[config.mk]
export PLATFORM = sky130hd
export DESIGN_NAME = banco_registros_param
export DESIGN_NICKNAME = d
export VERILOG_FILES = /design/src/rtl/banco_registros_param.sv
export SDC_FILE = /design/constraint.sdc
export NUM_CORES = 1
export LEC_CHECK = 0
export CAP_MARGIN = 10
export CORE_MARGIN = 5
export CORE_UTILIZATION = 55
export DETAILED_ROUTE_END_ITERATION = 12
export PLACE_DENSITY = 0.76
export SLEW_MARGIN = 20
export SYNTH_ARGS = -nofsm -noshare
export SYNTH_HDL_FRONTEND = slang
export SYNTH_SLANG_ARGS = --single-unit
[constraint.sdc]
create_clock -name clk -period 4.3 [get_ports clk]
set_input_delay 0.43 -clock clk [delete_from_list [all_inputs] [get_ports clk]]
set_output_delay 0.43 -clock clk [all_outputs]
set_load 0.03 [all_outputs]
[src/rtl/banco_registros_param.sv]
// Parametrised MIPS register bank: two combinational read ports, one write port,
// built-in clear sweep after reset or on request, optional zero register and bypass.
module banco_registros_param #(
   parameter int unsigned DATA_W   = 32,
   parameter int unsigned ADDR_W   = 5,
   parameter bit          ZERO_REG = 1'b1,
   parameter bit          BYPASS   = 1'b1
) (
   input  logic              clk,
   input  logic              reset,
   input  logic [ADDR_W-1:0] Read_Reg1,
   input  logic [ADDR_W-1:0] Read_Reg2,
   input  logic [ADDR_W-1:0] Write_Reg,
   input  logic [DATA_W-1:0] Write_Data,
   input  logic              RegWrite,
   input  logic              Clear,
   output logic [DATA_W-1:0] Read_data1,
   output logic [DATA_W-1:0] Read_data2,
   output logic              Ready
);

   localparam int unsigned DEPTH = 2**ADDR_W;

   typedef enum logic {IDLE, CLEAR} state_t;

   state_t            state_q;
   logic [ADDR_W-1:0] cnt_q;
   logic              ready_q;
   logic [DATA_W-1:0] br_q [DEPTH];
   logic              wr_en;

   assign wr_en = RegWrite && (state_q == IDLE) && !Clear
                  && !(ZERO_REG && (Write_Reg == '0));

   always_ff @(posedge clk or posedge reset) begin
      if (reset) begin
         state_q <= CLEAR;
         cnt_q   <= '0;
         ready_q <= 1'b0;
      end else begin
         unique case (state_q)
            IDLE: begin
               if (Clear) begin
                  state_q <= CLEAR;
                  cnt_q   <= '0;
                  ready_q <= 1'b0;
               end
            end
            CLEAR: begin
               if (cnt_q == '1) begin
                  state_q <= IDLE;
                  cnt_q   <= '0;
                  ready_q <= 1'b1;
               end else begin
                  cnt_q <= cnt_q + 1'b1;
               end
            end
            default: begin
               state_q <= CLEAR;
               cnt_q   <= '0;
               ready_q <= 1'b0;
            end
         endcase
      end
   end

   // Storage has no reset; the sweep zeroes it one entry per edge.
   always_ff @(posedge clk) begin
      if (state_q == CLEAR) begin
         br_q[cnt_q] <= '0;
      end else if (wr_en) begin
         br_q[Write_Reg] <= Write_Data;
      end
   end

   function automatic logic [DATA_W-1:0] rd(input logic [ADDR_W-1:0] a);
      logic [DATA_W-1:0] v;
      v = br_q[a];
      if (!ready_q) begin
         v = '0;
      end else if (ZERO_REG && (a == '0)) begin
         v = '0;
      end else if (BYPASS && wr_en && (Write_Reg == a)) begin
         v = Write_Data;
      end
      return v;
   endfunction

   always_comb begin
      Read_data1 = rd(Read_Reg1);
      Read_data2 = rd(Read_Reg2);
   end

   assign Ready = ready_q;

endmodule

==> results.toml, run 1 <==
[clocking]
insertion_delay_ns = 0.69
cts_tree = "yes"
clock_sink_count = 1031
total_clock_buffers_created_by_cts = 105
cts-hold-fix-buffers = 1
cts-htree-levels = 3
cts_setup_buffers = 0
clock-root-buffer = "sky130_fd_sc_hd__clkbuf_16"
clk_pin_slew_worst_paths_ns = 0.06
post_cts_resize_count = 0
clock_tree_buf_depth = 3

[finish]
layout.nets = 3199
regArea_um2 = 30900
fillCellCount = 5992
relative_area_change_from_synthesis_to_final_layout_pct = 15.7
multi_input_comb_area_um2 = 17600
layout-drive-gt1-share_pct = 25.6

[detailed_routing]
drt-vias-per-instance = 7.54
final_antenna_net_count = 0
first_iter_violations = 5011
wire_per_inst_um = 36.5
post-route-drc-count = 0
route.vias.total = 33297
routed_wl_mm = 161
drt_pre_antenna_iters = 7

[setup_path]
worst-r2r-cell-count = 8
critical_path_rt_ns = 3.87
critical_path_peak_fanout = 13
critPathCaptureType = "output port"
critical_path_data_arrival_time_ns = 3.71
worstSetupStartpointType = "input pin"
timing.setup.critical_path_class = "in -> out"

[timing]
worstMarginPinSlew_ns = 1.12
max_freq_mhz = 242
setup_violations = 0
rsz0062_at_grt = "no"
timing.max_slew.rel_slack_pct = 25.5
hold_violations = 0
finClkSkew_ns = 0.0173
timing.hold.ws_ns = 0.444
finalCriticalPeriod_ns = 4.14
finalSetupTns_ns = 0
finalCritPeriodShare_pct = 96.2
timing.final.max_slew_violations = 0

[die]
die-area_um2 = 96000
ios = 116
starting_density_pct = 55.2
placement_rows = 110
floorplan.die.width_um = 310
coreArea_um2 = 89600
fp.dieH_um = 310

[yosys]
synth_cell_type_count = 57
synth-seq-area-share_pct = 62.6
yosys_most_used_dff = "sky130_fd_sc_hd__edfxtp_1"
synth_area_per_cell_um2 = 16.7
register_bit_count_reported_by_yosys = 1031
synthesis.area_um2 = 49400
yosys_warnings = 0
syn-instance-count = 2968
synth_edf_count = 1024
postSynthNetCount = 3021
async_flop_share_pct = 0.679

[grt]
busiest_layer = "met2"
antenna_violations_before_repair = 5
grt.met2_usage_pct = 51.4
grt-ovfl-total = 0
via_count_of_the_first_global_routing_pass = 34123
grt_first_pass_wirelength_mm = 232
pin_count_of_the_biggest_net_entering_global_routing = 65
globalRouteMet3Util_pct = 10.2
groute.usage.overall_pct = 33.3
groute.layer.met1.usage_pct = 43.0

[status]
run_status = "complete, no violations"

[worst_hold_path]
worstHoldPathType = "in -> reg"
timing.hold.worst_path_depth = 3

[placed_design]
place_hpwl_mm = 97.8
gp_weighted_congestion = 0.948
io_buffer_count = 115

[power]
irDropWorstVdd_mv = 0.423
power_density_nw_per_um2 = 492
power.static_leakage_uw = 0.0196

[flow_run]
max_cap_viol_count = 0
==> critical path, stage by stage <==
cell                              delay, ns
sky130_fd_sc_hd__clkdlybuf4s50_1       0.58
sky130_fd_sc_hd__or4_4                 0.51
sky130_fd_sc_hd__o21ai_1               0.62
sky130_fd_sc_hd__nor2_4                0.27
sky130_fd_sc_hd__buf_4                 0.33
sky130_fd_sc_hd__nor4_1                0.51
sky130_fd_sc_hd__nor2_1                0.23
sky130_fd_sc_hd__buf_4                 0.22
==> sequential cells by signal (all words and copies together) (netlist names) <==
signal   cells
br_q      1024
cnt_q        5
Ready        1
state_q      1
==> synthesized netlist by cell type (all sizes together) (7+ instances only) <==
library cell | instances | area, µm²
a2bb2oi | 17 | 149
o221ai | 158 | 1380
nor3b | 17 | 133
o22ai | 129 | 807
o31ai | 27 | 203
mux4 | 325 | 7320
clkbuf | 120 | 452
nor2b | 18 | 113
edfxtp | 1024 | 30700
nand2 | 87 | 327
inv | 7 | 26.3
nor2 | 111 | 417
nand3 | 62 | 310
xor2 | 8 | 70.1
nand2b | 18 | 120
and2 | 32 | 200
mux2i | 420 | 4200
o21ai | 101 | 505
nor3 | 12 | 70.1
buf | 126 | 774
a21oi | 84 | 424
==> routing by layer <==
layer	routed length [µm]	part of all wire, %	vias to the layer above
li1	-	-	12824
met1	52700	33	16637
met2	73000	45	3066
met3	24300	15	766
met4	11200	6.9	4
met5	32	0.020	-
==> cells in the final DEF (no fill, tap or decap), types with 3 or more instances in the layout <==
| cell | n |
|---|---|
| sky130_fd_sc_hd__o21ai_0 | 100 |
| sky130_fd_sc_hd__buf_12 | 95 |
| sky130_fd_sc_hd__xor2_1 | 8 |
| sky130_fd_sc_hd__nor3b_1 | 16 |
| sky130_fd_sc_hd__and2_2 | 4 |
| sky130_fd_sc_hd__nor2_4 | 33 |
| sky130_fd_sc_hd__a211oi_1 | 5 |
| sky130_fd_sc_hd__dfrtp_1 | 6 |
| sky130_fd_sc_hd__nand2b_1 | 13 |
| sky130_fd_sc_hd__a21oi_1 | 81 |
| sky130_fd_sc_hd__or2_2 | 3 |
| sky130_fd_sc_hd__o221ai_1 | 158 |
| sky130_fd_sc_hd__nand2_1 | 85 |
| sky130_fd_sc_hd__edfxtp_1 | 1024 |
| sky130_fd_sc_hd__a2bb2oi_1 | 17 |
| sky130_fd_sc_hd__mux2i_1 | 420 |
| sky130_fd_sc_hd__nor2b_1 | 18 |
| sky130_fd_sc_hd__nor4_1 | 6 |
| sky130_fd_sc_hd__clkinvlp_4 | 8 |
| sky130_fd_sc_hd__clkbuf_1 | 20 |
| sky130_fd_sc_hd__o211ai_1 | 6 |
| sky130_fd_sc_hd__clkinv_1 | 20 |
| sky130_fd_sc_hd__o221a_2 | 6 |
| sky130_fd_sc_hd__buf_4 | 173 |
| sky130_fd_sc_hd__clkdlybuf4s50_1 | 42 |
| sky130_fd_sc_hd__nand3_1 | 61 |
| sky130_fd_sc_hd__and2_1 | 28 |
| sky130_fd_sc_hd__clkinv_2 | 22 |
| sky130_fd_sc_hd__bufinv_16 | 15 |
| sky130_fd_sc_hd__o22ai_1 | 129 |
| sky130_fd_sc_hd__a32o_1 | 6 |
| sky130_fd_sc_hd__clkinv_4 | 3 |
| sky130_fd_sc_hd__mux4_2 | 325 |
| sky130_fd_sc_hd__nor3_1 | 10 |
| sky130_fd_sc_hd__inv_1 | 4 |
| sky130_fd_sc_hd__nand2b_2 | 4 |
| sky130_fd_sc_hd__nor2_1 | 78 |
| sky130_fd_sc_hd__o31ai_1 | 27 |
| sky130_fd_sc_hd__clkbuf_16 | 108 |
==> power by group <==
group	switching (µW)	internal (µW)	total, µW	leakage [µW]
combinational	3800	2260	6060	0.00815
clock	3950	5490	9440	0.00171
sequential	455	12200	12700	0.00977
==> cell type report <==
class,count,share of cell area (%)
Sequential cell,1031,54.1
Multi-Input combinational cell,1683,30.7
Timing Repair Buffer,317,6.46
Clock buffer,128,4.86
Tap cell,1176,2.57
Clock inverter,69,1.30
Inverter,8,0.0569
Antenna cell,2,0.00875
==> through the flow <==
step	total power (µW)	utilization [%]	std cells	instance area [µm²]	setup WS [ns]
after floorplan	15700	-	2968	49400	0.620
after global placement	18500	59.9	4214	53700	0.355
after detailed placement	18700	59.9	4214	53700	0.290
after CTS	28000	63.8	4412	57200	0.282
after global routing	28800	63.8	4412	57200	0.139
final	28200	63.8	4414	57200	0.165
==> final timing paths <==
check / startpoint / endpoint / slack (ns)
max in group asynchronous: reset / state_q / 3.46
worst min-delay path: Clear / state_q / 0.44
min in group asynchronous: reset / cnt_q[0] / 0.56
worst max-delay path: Write_Reg[2] / Read_data1[22] / 0.16
worst min register to register: Ready / Ready / 0.56
worst max register to register: state_q / br_q[9][23] / 0.97
==> logic make-up (layout without fill, tap and decap cells) <==
| family | after synthesis | count (layout) | synth area share, % |
|---|---|---|---|
| other | 0 | 2 | 0 |
| AOI/OAI and AO/OA | 551 | 551 | 7.67 |
| xor gates and xnor gates | 10 | 10 | 0.177 |
| DFF | 1031 | 1031 | 62.6 |
| buffers and inverters | 254 | 522 | 2.54 |
| adders and majority gates | 2 | 2 | 0.0506 |
| and+or+nand+nor | 374 | 374 | 3.67 |
| muxes | 746 | 746 | 23.3 |
No activity file was read; power rests on OpenSTA's default activity.
==> run 2, diff against run 1 <==
--- a/config.mk
+++ b/config.mk
@@ -6,10 +6,13 @@
 export NUM_CORES = 1
 export LEC_CHECK = 0
 export CAP_MARGIN = 10
+export CELL_PAD_IN_SITES_DETAIL_PLACEMENT = 1
+export CELL_PAD_IN_SITES_GLOBAL_PLACEMENT = 2
 export CORE_MARGIN = 5
-export CORE_UTILIZATION = 55
+export CORE_UTILIZATION = 48
+export CTS_CLUSTER_DIAMETER = 200
 export DETAILED_ROUTE_END_ITERATION = 12
-export PLACE_DENSITY = 0.76
+export PLACE_DENSITY = 0.85
 export SLEW_MARGIN = 20
 export SYNTH_ARGS = -nofsm -noshare
 export SYNTH_HDL_FRONTEND = slang
==> run 2 against run 1 <==
Compared with the run above:
- non-clock buffer count shrank 16
- total power rose by 1.2%
- register-to-register slack improved by 0.25 ns
- wire length up 9.4%
- global-route usage is 1.2 points lower
- cell area increased by 0.42%
- final cell count is 4.2% higher
- utilization is 7.5 points lower
- sequential share of layout area fell by 0.22 points
- via count shrank 1.1%
==> results.toml, run 2 (synthesis gave the netlist of run 1 again) <==
[worst_hold_path]
start_point_of_the_worst_hold_path = "Clear"
hold-path-endpoint = "state_q"
timing.hold.worst_path_depth = 3
worstHoldPathType = "in -> reg"

[finish]
multi_input_comb_area_um2 = 17600
most-common-layout-cells = "sky130_fd_sc_hd__edfxtp_1, sky130_fd_sc_hd__mux2i_1, sky130_fd_sc_hd__mux4_2, sky130_fd_sc_hd__o221ai_1, sky130_fd_sc_hd__buf_4"
fillCellCount = 9172
layout.nets = 3187
fin_cells = 4598
reg_top3 = "br_q: 1024 flops, cnt_q: 5 flops"
largest_register_ffs = 1024
regArea_um2 = 30900
max_flop_register = "br_q"
relative_area_change_from_synthesis_to_final_layout_pct = 16.2
layout_commonest_cell = "sky130_fd_sc_hd__edfxtp_1"
layout-drive-gt1-share_pct = 25.5

[clocking]
clock_tree_buf_depth = 3
clk_pin_slew_worst_paths_ns = 0.06
clock_sink_count = 1031
cts_tree = "yes"
cts_setup_buffers = 0
insertion_delay_ns = 0.70
cts-htree-levels = 3
total_clock_buffers_created_by_cts = 109
clock-root-buffer = "sky130_fd_sc_hd__clkbuf_16"

[detailed_routing]
post-route-drc-count = 0
first_iter_violations = 4812
drt_pre_antenna_iters = 6
drt-vias-per-instance = 7.17
routed_wl_mm = 176
final_antenna_net_count = 0
route.vias.total = 32946
wire_per_inst_um = 38.4

[setup_path]
critical_path_peak_fanout = 13
critical_path_rt_ns = 3.87
critical_path_data_arrival_time_ns = 3.63
r2r-end = "br_q[29][13]"
critical_path.most_common_cell = "sky130_fd_sc_hd__buf_4"
critPathCaptureType = "output port"
critical-path-top-delay-family = "simple AND/OR/NAND/NOR gates"
worstSetupStartpointType = "register"
worstPathCellList = "nor3b_2 -> buf_4 -> o21ai_1 -> nor2_4 -> buf_4 -> nand3_1 -> o21ai_0 -> buf_4"
worst_r2r_startpoint = "state_q"
max_stage_delay_ns = 0.54
worst-r2r-cell-count = 7
timing.reg2reg.setup_slack_ns = 1.22
critPathBufInv = 3
critPathSlowestCell = "sky130_fd_sc_hd__nor2_4"
timing.setup.critical_path_class = "reg -> out"

[die]
coreArea_um2 = 102000
fp.dieH_um = 331
ios = 116
placement_rows = 117
floorplan.die.width_um = 331
starting_density_pct = 48.4
die-area_um2 = 110000

[grt]
grt-ovfl-total = 0
grt_first_pass_wirelength_mm = 253
antenna_violations_before_repair = 7
via_count_of_the_first_global_routing_pass = 35282
pin_count_of_the_biggest_net_entering_global_routing = 76
groute.usage.overall_pct = 32.1

[timing]
finClkSkew_ns = 0.0242
timing.hold.ws_ns = 0.420
max_freq_mhz = 247
timing.max_slew.rel_slack_pct = 23.4
worstMarginPinSlew_ns = 1.15
finalCritPeriodShare_pct = 94.3
rsz0062_at_grt = "no"
setup_violations = 0
hold_violations = 0
finalCriticalPeriod_ns = 4.06
finalSetupTns_ns = 0
timing.final.max_slew_violations = 0

[placed_design]
io_buffer_count = 115
gp_weighted_congestion = 0.858
numPlacedInstances = 4388
place_hpwl_mm = 106

[power]
irDropWorstVdd_mv = 0.328
power_density_nw_per_um2 = 496
power.static_leakage_uw = 0.0196
p_total_uw = 28500

[flow_run]
max_cap_viol_count = 0

[status]
run_status = "complete, no violations"
==> run 2: worst min-delay path: stages <==
cell and delay (ns):
sky130_fd_sc_hd__clkdlybuf4s50_1 0.51, sky130_fd_sc_hd__inv_1 0.08, sky130_fd_sc_hd__o21ai_0 0.08
==> run 2: layout make-up <==
cell class | instances | area share (%)
antenna | 3 | 0.0131
clock buffer | 125 | 4.85
sequential | 1031 | 53.8
clock inverter | 79 | 1.48
tap | 1368 | 2.98
multi-input combinational | 1683 | 30.6
inverter | 8 | 0.0566
timing repair buffer | 301 | 6.22
==> run 2: worst max-delay path by stage <==
stage                       startpoint  cells after the start              to  slack [ns]
after global routing           state_q                      8  Read_data1[25]        0.23
after CTS                 Write_Reg[4]                      9   Read_data2[7]        0.37
after floorplan           Write_Reg[0]                      7      br_q[0][0]        0.62
final                          state_q                      8  Read_data1[25]        0.24
after global placement    Write_Reg[4]                      9   Read_data2[7]        0.48
after detailed placement  Write_Reg[4]                      9   Read_data2[7]        0.36
==> run 2: what timing repair did <==
action / CTS / global route
resized for setup: 0 / 0
hold endpoints to repair: 6 / 0
hold buffers: 1 / 0
endpoints found under the setup margin: 0 / 0
==> run 2: power breakdown <==
part,switching (µW),internal (µW)
sequential,471,12200
combinational,3870,2200
clock,4090,5660
==> run 2: stage by stage <==
stage	cell area (µm²)	utilization [%]	setup WS, ns
after floorplan	49400	-	0.620
after global routing	57400	56.3	0.230
after CTS	57400	56.3	0.369
after detailed placement	53800	52.7	0.364
after global placement	53800	52.7	0.476
final	57400	56.3	0.244
==> run 2: metal layers <==
metal	wire length, µm	global-route usage, %	vias up	part of all wire [%]
met3	18900	6.85	597	11
met4	11000	16.5	4	6.2
met2	84300	52.2	2275	48
li1	-	-	12827	-
met5	27	0	-	0.015
met1	62300	41.1	17243	35
